**config.mk**
```make
export PLATFORM = sky130hd
export DESIGN_NAME = ds_result_buffer_flat
export DESIGN_NICKNAME = d
export VERILOG_FILES = /design/src/rtl/ds_result_buffer_if.sv /design/src/rtl/ds_result_buffer.sv /design/src/flat_wrapper.sv
export SDC_FILE = /design/constraint.sdc
export NUM_CORES = 1
export LEC_CHECK = 0
export ABC_AREA = 0
export BUFFER_PORTS_ARGS = -buffer_cell sky130_fd_sc_hd__buf_4
export CAP_MARGIN = 40
export CORE_UTILIZATION = 30
export CTS_BUF_LIST = sky130_fd_sc_hd__clkbuf_8
export CTS_CLUSTER_DIAMETER = 150
export DETAILED_ROUTE_END_ITERATION = 16
export PLACE_DENSITY = 0.47
export SYNTH_ARGS = -nofsm -noshare
export SYNTH_HDL_FRONTEND = slang
export SYNTH_SLANG_ARGS = --single-unit
```
**constraint.sdc**
```tcl
create_clock -name clk -period 1.88 [get_ports clk]
set_input_delay 0.188 -clock clk [delete_from_list [all_inputs] [get_ports clk]]
set_output_delay 0.188 -clock clk [all_outputs]
set_load 0.005 [all_outputs]
```
**src/rtl/ds_result_buffer_if.sv**
```systemverilog
`default_nettype none
// ============================================================================
// Module      : ds_result_buffer_if
// Description : Producer/consumer bundle for ds_result_buffer. The master side
//               drives load and drain. The slave side is the buffer.
// Revision    : 1.0 - initial release
// ============================================================================
interface ds_result_buffer_if #(
    parameter int WIDTH = 8,
    parameter int DEPTH = 4
);
    localparam int c_CNT_W = $clog2(DEPTH + 1);

    logic               load;
    logic [WIDTH-1:0]   in_data;
    logic               clr;
    logic               out_valid;
    logic               out_ready;
    logic [WIDTH-1:0]   out_data;
    logic [c_CNT_W-1:0] count;
    logic               full;
    logic               empty;
    logic               ovf;

    modport master (
        output load, in_data, clr, out_ready,
        input  out_valid, out_data, count, full, empty, ovf
    );

    modport slave (
        input  load, in_data, clr, out_ready,
        output out_valid, out_data, count, full, empty, ovf
    );
endinterface
`default_nettype wire

```
**src/rtl/ds_result_buffer.sv**
```systemverilog
`default_nettype none
// ============================================================================
// Module      : ds_result_buffer
// Description : DEPTH-entry FWFT result queue with occupancy and sticky
//               overflow flag. When DS_HOLD_LAST_EN is defined, out_data keeps
//               the last popped value while the queue is empty.
// Revision    : 1.0 - initial release
// ============================================================================
module ds_result_buffer #(
    parameter int WIDTH = 8,
    parameter int DEPTH = 4
) (
    input  wire                 clk,
    input  wire                 rst_l,
    ds_result_buffer_if.slave   bus
);
    localparam int c_ADDR_W = $clog2(DEPTH);
    localparam int c_CNT_W  = $clog2(DEPTH + 1);

    logic [WIDTH-1:0]    r_mem [DEPTH];
    logic [c_ADDR_W-1:0] r_wr_ptr;
    logic [c_ADDR_W-1:0] r_rd_ptr;
    logic [c_CNT_W-1:0]  r_count;
    logic                r_ovf;

    logic                w_empty;
    logic                w_full;
    logic                w_pop;
    logic                w_push;
    logic                w_drop;
    logic [WIDTH-1:0]    w_head;

    assign w_empty = (r_count == '0);
    assign w_full  = (r_count == c_CNT_W'(DEPTH));
    assign w_pop   = !w_empty && bus.out_ready;
    assign w_push  = bus.load && (!w_full || w_pop);
    assign w_drop  = bus.load && w_full && !w_pop;
    assign w_head  = r_mem[r_rd_ptr];

    // Storage is deliberately unreset; entries are only read while occupied.
    always_ff @(posedge clk) begin
        if (w_push && !bus.clr) begin
            r_mem[r_wr_ptr] <= bus.in_data;
        end
    end

    always_ff @(posedge clk or negedge rst_l) begin
        if (!rst_l) begin
            r_wr_ptr <= '0;
            r_rd_ptr <= '0;
            r_count  <= '0;
            r_ovf    <= 1'b0;
        end else if (bus.clr) begin
            r_wr_ptr <= '0;
            r_rd_ptr <= '0;
            r_count  <= '0;
            r_ovf    <= 1'b0;
        end else begin
            if (w_push) begin
                r_wr_ptr <= r_wr_ptr + c_ADDR_W'(1);
            end
            if (w_pop) begin
                r_rd_ptr <= r_rd_ptr + c_ADDR_W'(1);
            end
            if (w_push && !w_pop) begin
                r_count <= r_count + c_CNT_W'(1);
            end else if (w_pop && !w_push) begin
                r_count <= r_count - c_CNT_W'(1);
            end
            if (w_drop) begin
                r_ovf <= 1'b1;
            end
        end
    end

`ifdef DS_HOLD_LAST_EN
    logic [WIDTH-1:0] r_last;

    always_ff @(posedge clk or negedge rst_l) begin
        if (!rst_l) begin
            r_last <= '0;
        end else if (bus.clr) begin
            r_last <= '0;
        end else if (w_pop) begin
            r_last <= w_head;
        end
    end

    assign bus.out_data = w_empty ? r_last : w_head;
`else
    assign bus.out_data = w_empty ? '0 : w_head;
`endif

    assign bus.out_valid = !w_empty;
    assign bus.count     = r_count;
    assign bus.full      = w_full;
    assign bus.empty     = w_empty;
    assign bus.ovf       = r_ovf;

endmodule
`default_nettype wire
```
**src/flat_wrapper.sv**
```systemverilog
// flat-port wrapper written by rule: the top's interface ports become plain ports
module ds_result_buffer_flat 
#(
    parameter int WIDTH = 8,
    parameter int DEPTH = 4
)
  (clk, rst_l, bus_load, bus_in_data, bus_clr, bus_out_ready, bus_out_valid, bus_out_data, bus_count, bus_full, bus_empty, bus_ovf);
  ds_result_buffer_if #(.WIDTH(WIDTH), .DEPTH(DEPTH)) bus_i ();
  input  wire clk;
  input  wire rst_l;
  input wire logic [$bits(bus_i.load)-1:0] bus_load;
  input wire logic [$bits(bus_i.in_data)-1:0] bus_in_data;
  input wire logic [$bits(bus_i.clr)-1:0] bus_clr;
  input wire logic [$bits(bus_i.out_ready)-1:0] bus_out_ready;
  output wire logic [$bits(bus_i.out_valid)-1:0] bus_out_valid;
  output wire logic [$bits(bus_i.out_data)-1:0] bus_out_data;
  output wire logic [$bits(bus_i.count)-1:0] bus_count;
  output wire logic [$bits(bus_i.full)-1:0] bus_full;
  output wire logic [$bits(bus_i.empty)-1:0] bus_empty;
  output wire logic [$bits(bus_i.ovf)-1:0] bus_ovf;
  assign bus_i.load = bus_load;
  assign bus_i.in_data = bus_in_data;
  assign bus_i.clr = bus_clr;
  assign bus_i.out_ready = bus_out_ready;
  assign bus_out_valid = bus_i.out_valid;
  assign bus_out_data = bus_i.out_data;
  assign bus_count = bus_i.count;
  assign bus_full = bus_i.full;
  assign bus_empty = bus_i.empty;
  assign bus_ovf = bus_i.ovf;
  ds_result_buffer #(.WIDTH(WIDTH), .DEPTH(DEPTH)) u_core (.clk(clk), .rst_l(rst_l), .bus(bus_i));
endmodule
```
# ---- Word-level counts from Yosys, hierarchy flattened
# Memory sizes are Yosys's and may differ from the RTL's.
# Index checks and enable logic that the tools add are counted.
dict set report classes {
  eq_ne 1
  n_reduce_logical 18
  addsub 4
  mux 12
}
# operator n
set ops {}
lappend ops {{2-to-1 mux 3 bit} 3}
lappend ops {{2-to-1 mux 2 bit} 4}
lappend ops {{2-to-1 mux 8 bit} 1}
lappend ops {{logical AND 1 bit} 7}
lappend ops {{nonzero test 2 bit} 3}
lappend ops {{logical NOT 1 bit} 5}
lappend ops {{adder 2 x 1 -> 2 bit, second input constant} 2}
lappend ops {{2-to-1 mux 1 bit} 4}
lappend ops {{adder 3 x 1 -> 3 bit, second input constant} 1}
lappend ops {{equality test 3 bit, second input constant} 1}
lappend ops {{logical NOT 3 bit} 1}
lappend ops {{nonzero test 3 bit} 1}
lappend ops {{subtractor 3 x 1 -> 3 bit, second input constant} 1}
lappend ops {{logical OR 1 bit} 1}
dict set report word_totals {
  input_bits 13
  mem_bits_rw 32
  elab_cells 40
  ff_bits 8
  memories 1
  out_inout_bits 15
}
# name depth width read_ports rd_clocked_by_memory_dff wr line_no
set memory_table {}
lappend memory_table {u_core.r_mem 4 8 1 0 1 ds_result_buffer.sv:20} ;# logic [WIDTH-1:0] r_mem [DEPTH];

# ---- Logic depth before layout (Yosys ltp)
dict set report depth {
  word_depth 10
  ltp_mapped 7
  depth_no_buf 6
}

# ---- Least setup slack after synthesis
# OpenSTA, ideal clock, no wires.
dict set report synth_timing {
  path_type {register -> register}
  start {reg u_core.r_count[0] (netlist: u_core.bus.count[0])}
  end {reg u_core.r_count[2] (netlist: u_core.bus.count[2])}
  setup_slack_ns -0.114
  n_path_buf 1
  period_less_slack_ns 1.994
  t_required_ns 1.798
  path_stages_with_launch 8
  arrival_time_ns 1.912
  setup_ns 0.082
  cell_sequence {dfrtp_1 -> buf_2 -> or3b_4 -> and3_1 -> fa_1 -> nor4b_1 -> a31oi_1 -> a31oi_1}
}
dict set report synth_via {
  elab_chain_len 8
  elab_cells_between_ends 17
  classes_between {2 x add/sub; 1 x eq/ne; 3 x mux; 11 x reduce/logical}
}
# item line_no
set synth_rtl {}
lappend synth_rtl {{start, declared} ds_result_buffer.sv:23} ;# logic [c_CNT_W-1:0] r_count;
lappend synth_rtl {{start signal, assigned} ds_result_buffer.sv:66} ;# r_count <= r_count + c_CNT_W'(1);
lappend synth_rtl {{start signal, assigned} ds_result_buffer.sv:68} ;# r_count <= r_count - c_CNT_W'(1);
lappend synth_rtl {{branches (longest 8 deep; another with subtractor 3 x 1 -> 3 bit)} -}
# Parallel ways; which one is timed is not known. The select of a mux whose other input is x is not followed.
# A chain may end at the register's enable or synchronous reset.

# ---- Worst setup path in the final report
dict set report layout_timing {
  start {reg u_core.r_count[1] (netlist: u_core.bus.count[1])}
  end {reg u_core.r_count[1] (netlist: u_core.bus.count[1])}
}
# The elaborated chain is that of the path after synthesis.

==> summary.md <==
| Metric | Value |
|---|---|
| Worst r2r src | `u_core.bus.count[1]$_DFFE_PN0P_` |
| Avg Synthesized Cell Area | `~16 µm²` |
| Clock power share | `0.194` |
| Slew Limit Fails | `0` |
| Post-Route WL | `3.57 mm` |
| First-pass GRT wire length | `approximately 5.6 mm` |
| Power share of the combinational group | `0.418` |
| DRC | `0` |
| ANT cells | `0` |
| Setup TNS | `-6.13 ps` |
| IO Count | `28` |
| Post-route insts no fill | `234` |
| Min Tclk post-route | `approximately 1900 ps` |
| Initial antenna violation count | `0` |
| RSZ-0062 raised after global routing | `true` |
| Setup slack, reg-to-reg | `-6 ps` |
| Die area | `between 6000 and 7000 µm²` |
| Routability congestion estimate | `just over 0.8` |
| Slew @ Worst Pin | `between 500 and 600 ps` |
| Syn nets | `between 100 and 150` |
| Met1 global-route usage | `0.146` |
| Cells after DPL | `roughly 220` |
| Final nets | `about 180` |
| Clock Tree Root | `clkbuf_8` |
| M3 GR Usage | `0.0352` |
| Post-synthesis sequential area ratio | `0.635` |
| Net Sw Frac | `0.300` |
| Largest net degree at the start of global routing | `17` |
| CTS tree | `yes` |
| Final setup fails | `1` |
| DP Wirelength | `around 2.4 mm` |
| Filler instances | `roughly 550` |
| Maximum clock rate | `around 530 MHz` |
| Pwr dens | `about 1200 nW/µm²` |
| Area Overhead vs Synth | `26.1%` |
| Final Hold Vio Count | `0` |
| GR peak layer | `met2` |
| Core box area | `around 6000 µm²` |
| Required time of the critical path | `a little over 2000 ps` |
| Nature of the critical path endpoint | `register` |
| Die X | `80.1 µm` |
| Failing checks | `setup timing` |
| Arr. time, crit path | `just over 2000 ps` |
| Vias per cell | `between 4 and 5` |
| Clk_lat worst skew | `290 ps` |
| Clk sinks | `40` |
| Die Ht | `around 80 µm` |
| Internal Pwr Total | `1.95 mW` |
| Hold WC Path Type | `in2reg` |
| Initial Util | `0.311` |
| Routed len/inst | `~15 µm` |
| Switching pwr | `between 0.8 and 0.9 mW` |
| Layout cells sized above 1 | `0.403` |
| Count of different cell masters after synthesis | `31` |
| Cells after Synth | `between 100 and 150` |
| Setup CP Type | `reg2reg` |
| Routed Antenna Nets | `0` |
| YS warnings | `0` |
| Worst Hold End | `u_core.r_mem[0][0]$_DFFE_PP_` |
| Flops & latches, synth | `40` |
| DR pass1 iterations | `4` |
| Grt total ovfl | `0` |
| Total GRT Usage | `0.123` |
| Starting DRT DRC Count | `24` |
| CP Max Fanout | `2` |
| CTS buffer count | `5` |
| Site Rows | `28` |
| Leakage power | `~0.9 nW` |
| Worst hold start | `bus_in_data[0]` |
| Clock Skews | `approximately 5.6 ps` |
| H-tree Lvls | `2` |
| Tot Pwr | `around 2.8 mW` |
| CP startpoint kind | `register` |
| Area contributors post-synth | `edfxtp_1 (53%), dfrtp_1 (11%), mux4_2 (9.9%)` |
| Reg power frac | `0.388` |
| Synthesized area | `approximately 1800 µm²` |
| FF-to-FF End | `u_core.bus.count[1]$_DFFE_PN0P_` |
| Synth area leader | `edfxtp_1` |
| # port buffers | `27` |
| Status | `complete, but fails checks` |
| VDD IR max | `between 0.4 and 0.5 mV` |
| Final worst slack | `-6.13 ps` |
| Hold depth | `1` |
| Cells on worst reg2reg path | `5` |
| CTS Buffer Depth | `2` |
| Vias in the first global route | `1149` |
| Max-cap violations | `0` |
| Synth top area share | `0.526` |
| Fin crit share | `1.00` |
| Slew margin rel. | `0.623` |
| Met2 Usage GRT | `0.213` |
| Via count | `around 1100` |
| Worst-path clk slew | `~80 ps` |
what timing repair did:
action                     CTS  global route
setup endpoints to repair    1            25
hold buffers                 1             0
resized for setup            4             3
hold endpoints to repair     8             0
setup buffers                1             0
pin swaps                    1             2
worst max path at each step:
stage                                    startpoint                              end  slack [ps]  cells past startpoint
floorplan           u_core.bus.count[2]$_DFFE_PN0P_     u_core.r_mem[2][0]$_DFFE_PP_        -110                      4
global placement    u_core.bus.count[1]$_DFFE_PN0P_  u_core.bus.count[2]$_DFFE_PN0P_          10                      6
CTS                 u_core.bus.count[0]$_DFFE_PN0P_  u_core.bus.count[1]$_DFFE_PN0P_         0.6                      5
global route        u_core.bus.count[1]$_DFFE_PN0P_  u_core.bus.count[1]$_DFFE_PN0P_         -40                      5
finish              u_core.bus.count[1]$_DFFE_PN0P_  u_core.bus.count[1]$_DFFE_PN0P_          -6                      5
detailed placement  u_core.bus.count[1]$_DFFE_PN0P_  u_core.bus.count[2]$_DFFE_PN0P_         -40                      6
cell usage after synthesis:
cell type	count
or3_1	1
dfrtp_1	8
mux4_2	8
mux2i_1	2
ha_1	4
buf_2	4
and2b_1	4
a221oi_1	1
xnor2_1	1
o21a_4	1
or3b_4	1
mux2_4	1
a31oi_1	3
nor3_1	1
o311ai_0	1
nor2b_1	5
and3_1	1
nor3b_1	4
o31ai_1	1
inv_1	6
nand2b_1	4
o21ai_0	2
nor4b_1	1
o21a_1	1
clkbuf_1	2
buf_6	1
edfxtp_1	32
fa_1	1
mux2_2	2
xor2_1	2
nor2_1	11
power groups by stage:
stage	clock network (mW)	logic, mW	registers, mW
2_1_floorplan	0	0.633	1.09
5_1_grt	0.591	1.28	1.09
4_1_cts	0.556	1.16	1.08
3_3_place_gp	0	1.10	1.10
6_report	0.539	1.17	1.08
3_5_place_dp	0	1.12	1.10
logic make-up (layout without fill, tap and decap cells):
family	after synthesis	in the layout	share of synthesized area
AO/OA/AOI/OAI	10	10	0.0418
XOR/XNOR	3	3	0.0144
adder cells (fa/ha/maj)	5	5	0.0383
buffers and inverters	13	55	0.0335
flip-flops	40	40	0.635
multiplexers	13	13	0.130
AND/OR/NAND/NOR	33	33	0.107
layout by cell type (no fill, tap or decap), types with 4 or more instances in the layout:
cell / netlist / layout
buf_4: 0 / 40
edfxtp_1: 32 / 32
nor2_1: 11 / 11
mux4_2: 8 / 8
dfrtp_1: 8 / 8
inv_1: 6 / 7
nor2b_1: 5 / 5
clkbuf_8: 0 / 5
and2b_1: 4 / 4
nor3b_1: 4 / 4
ha_1: 4 / 4
through the flow:
step	cell area (µm²)	setup WS, ps	util	hold WS (ps)
5_1_grt	2310	-36.2	0.392	83.2
2_1_floorplan	1830	-113	-	-108
6_report	2310	-6.13	0.392	94.4
3_5_place_dp	2180	-43.0	0.370	19.6
4_1_cts	2290	0.601	0.390	88.8
3_3_place_gp	2180	9.90	0.370	18.2
registers in the layout, indices dropped and copies added (netlist names):
name	flops
u_core.r_wr_ptr	2
u_core.r_mem	32
u_core.r_rd_ptr	2
u_core.bus.count	3
u_core.bus.ovf	1
critical path: stages, from the launching register on:
cell	delay [ps]
dfrtp_1	380
or3b_4	400
and3_4	180
fa_2	520
nor2_1	50
mux2_4	250
area by class of cell:
cell class                 instances  area, µm²  share of cell area
tap                               75       93.8              0.0407
sequential                        40       1160               0.504
timing repair buffer              41        310               0.135
clock buffer                       5       68.8              0.0298
multi-input combinational         64        634               0.275
clock inverter                     3       15.0             0.00651
inverter                           6       22.5             0.00977
layer usage:
metal | up-vias | share of wire
met5 | - | 0
met4 | 0 | 0.017
met3 | 6 | 0.034
met2 | 21 | 0.53
met1 | 523 | 0.42
li1 | 516 | -
Note: power is estimated with default switching activity, not from simulation.
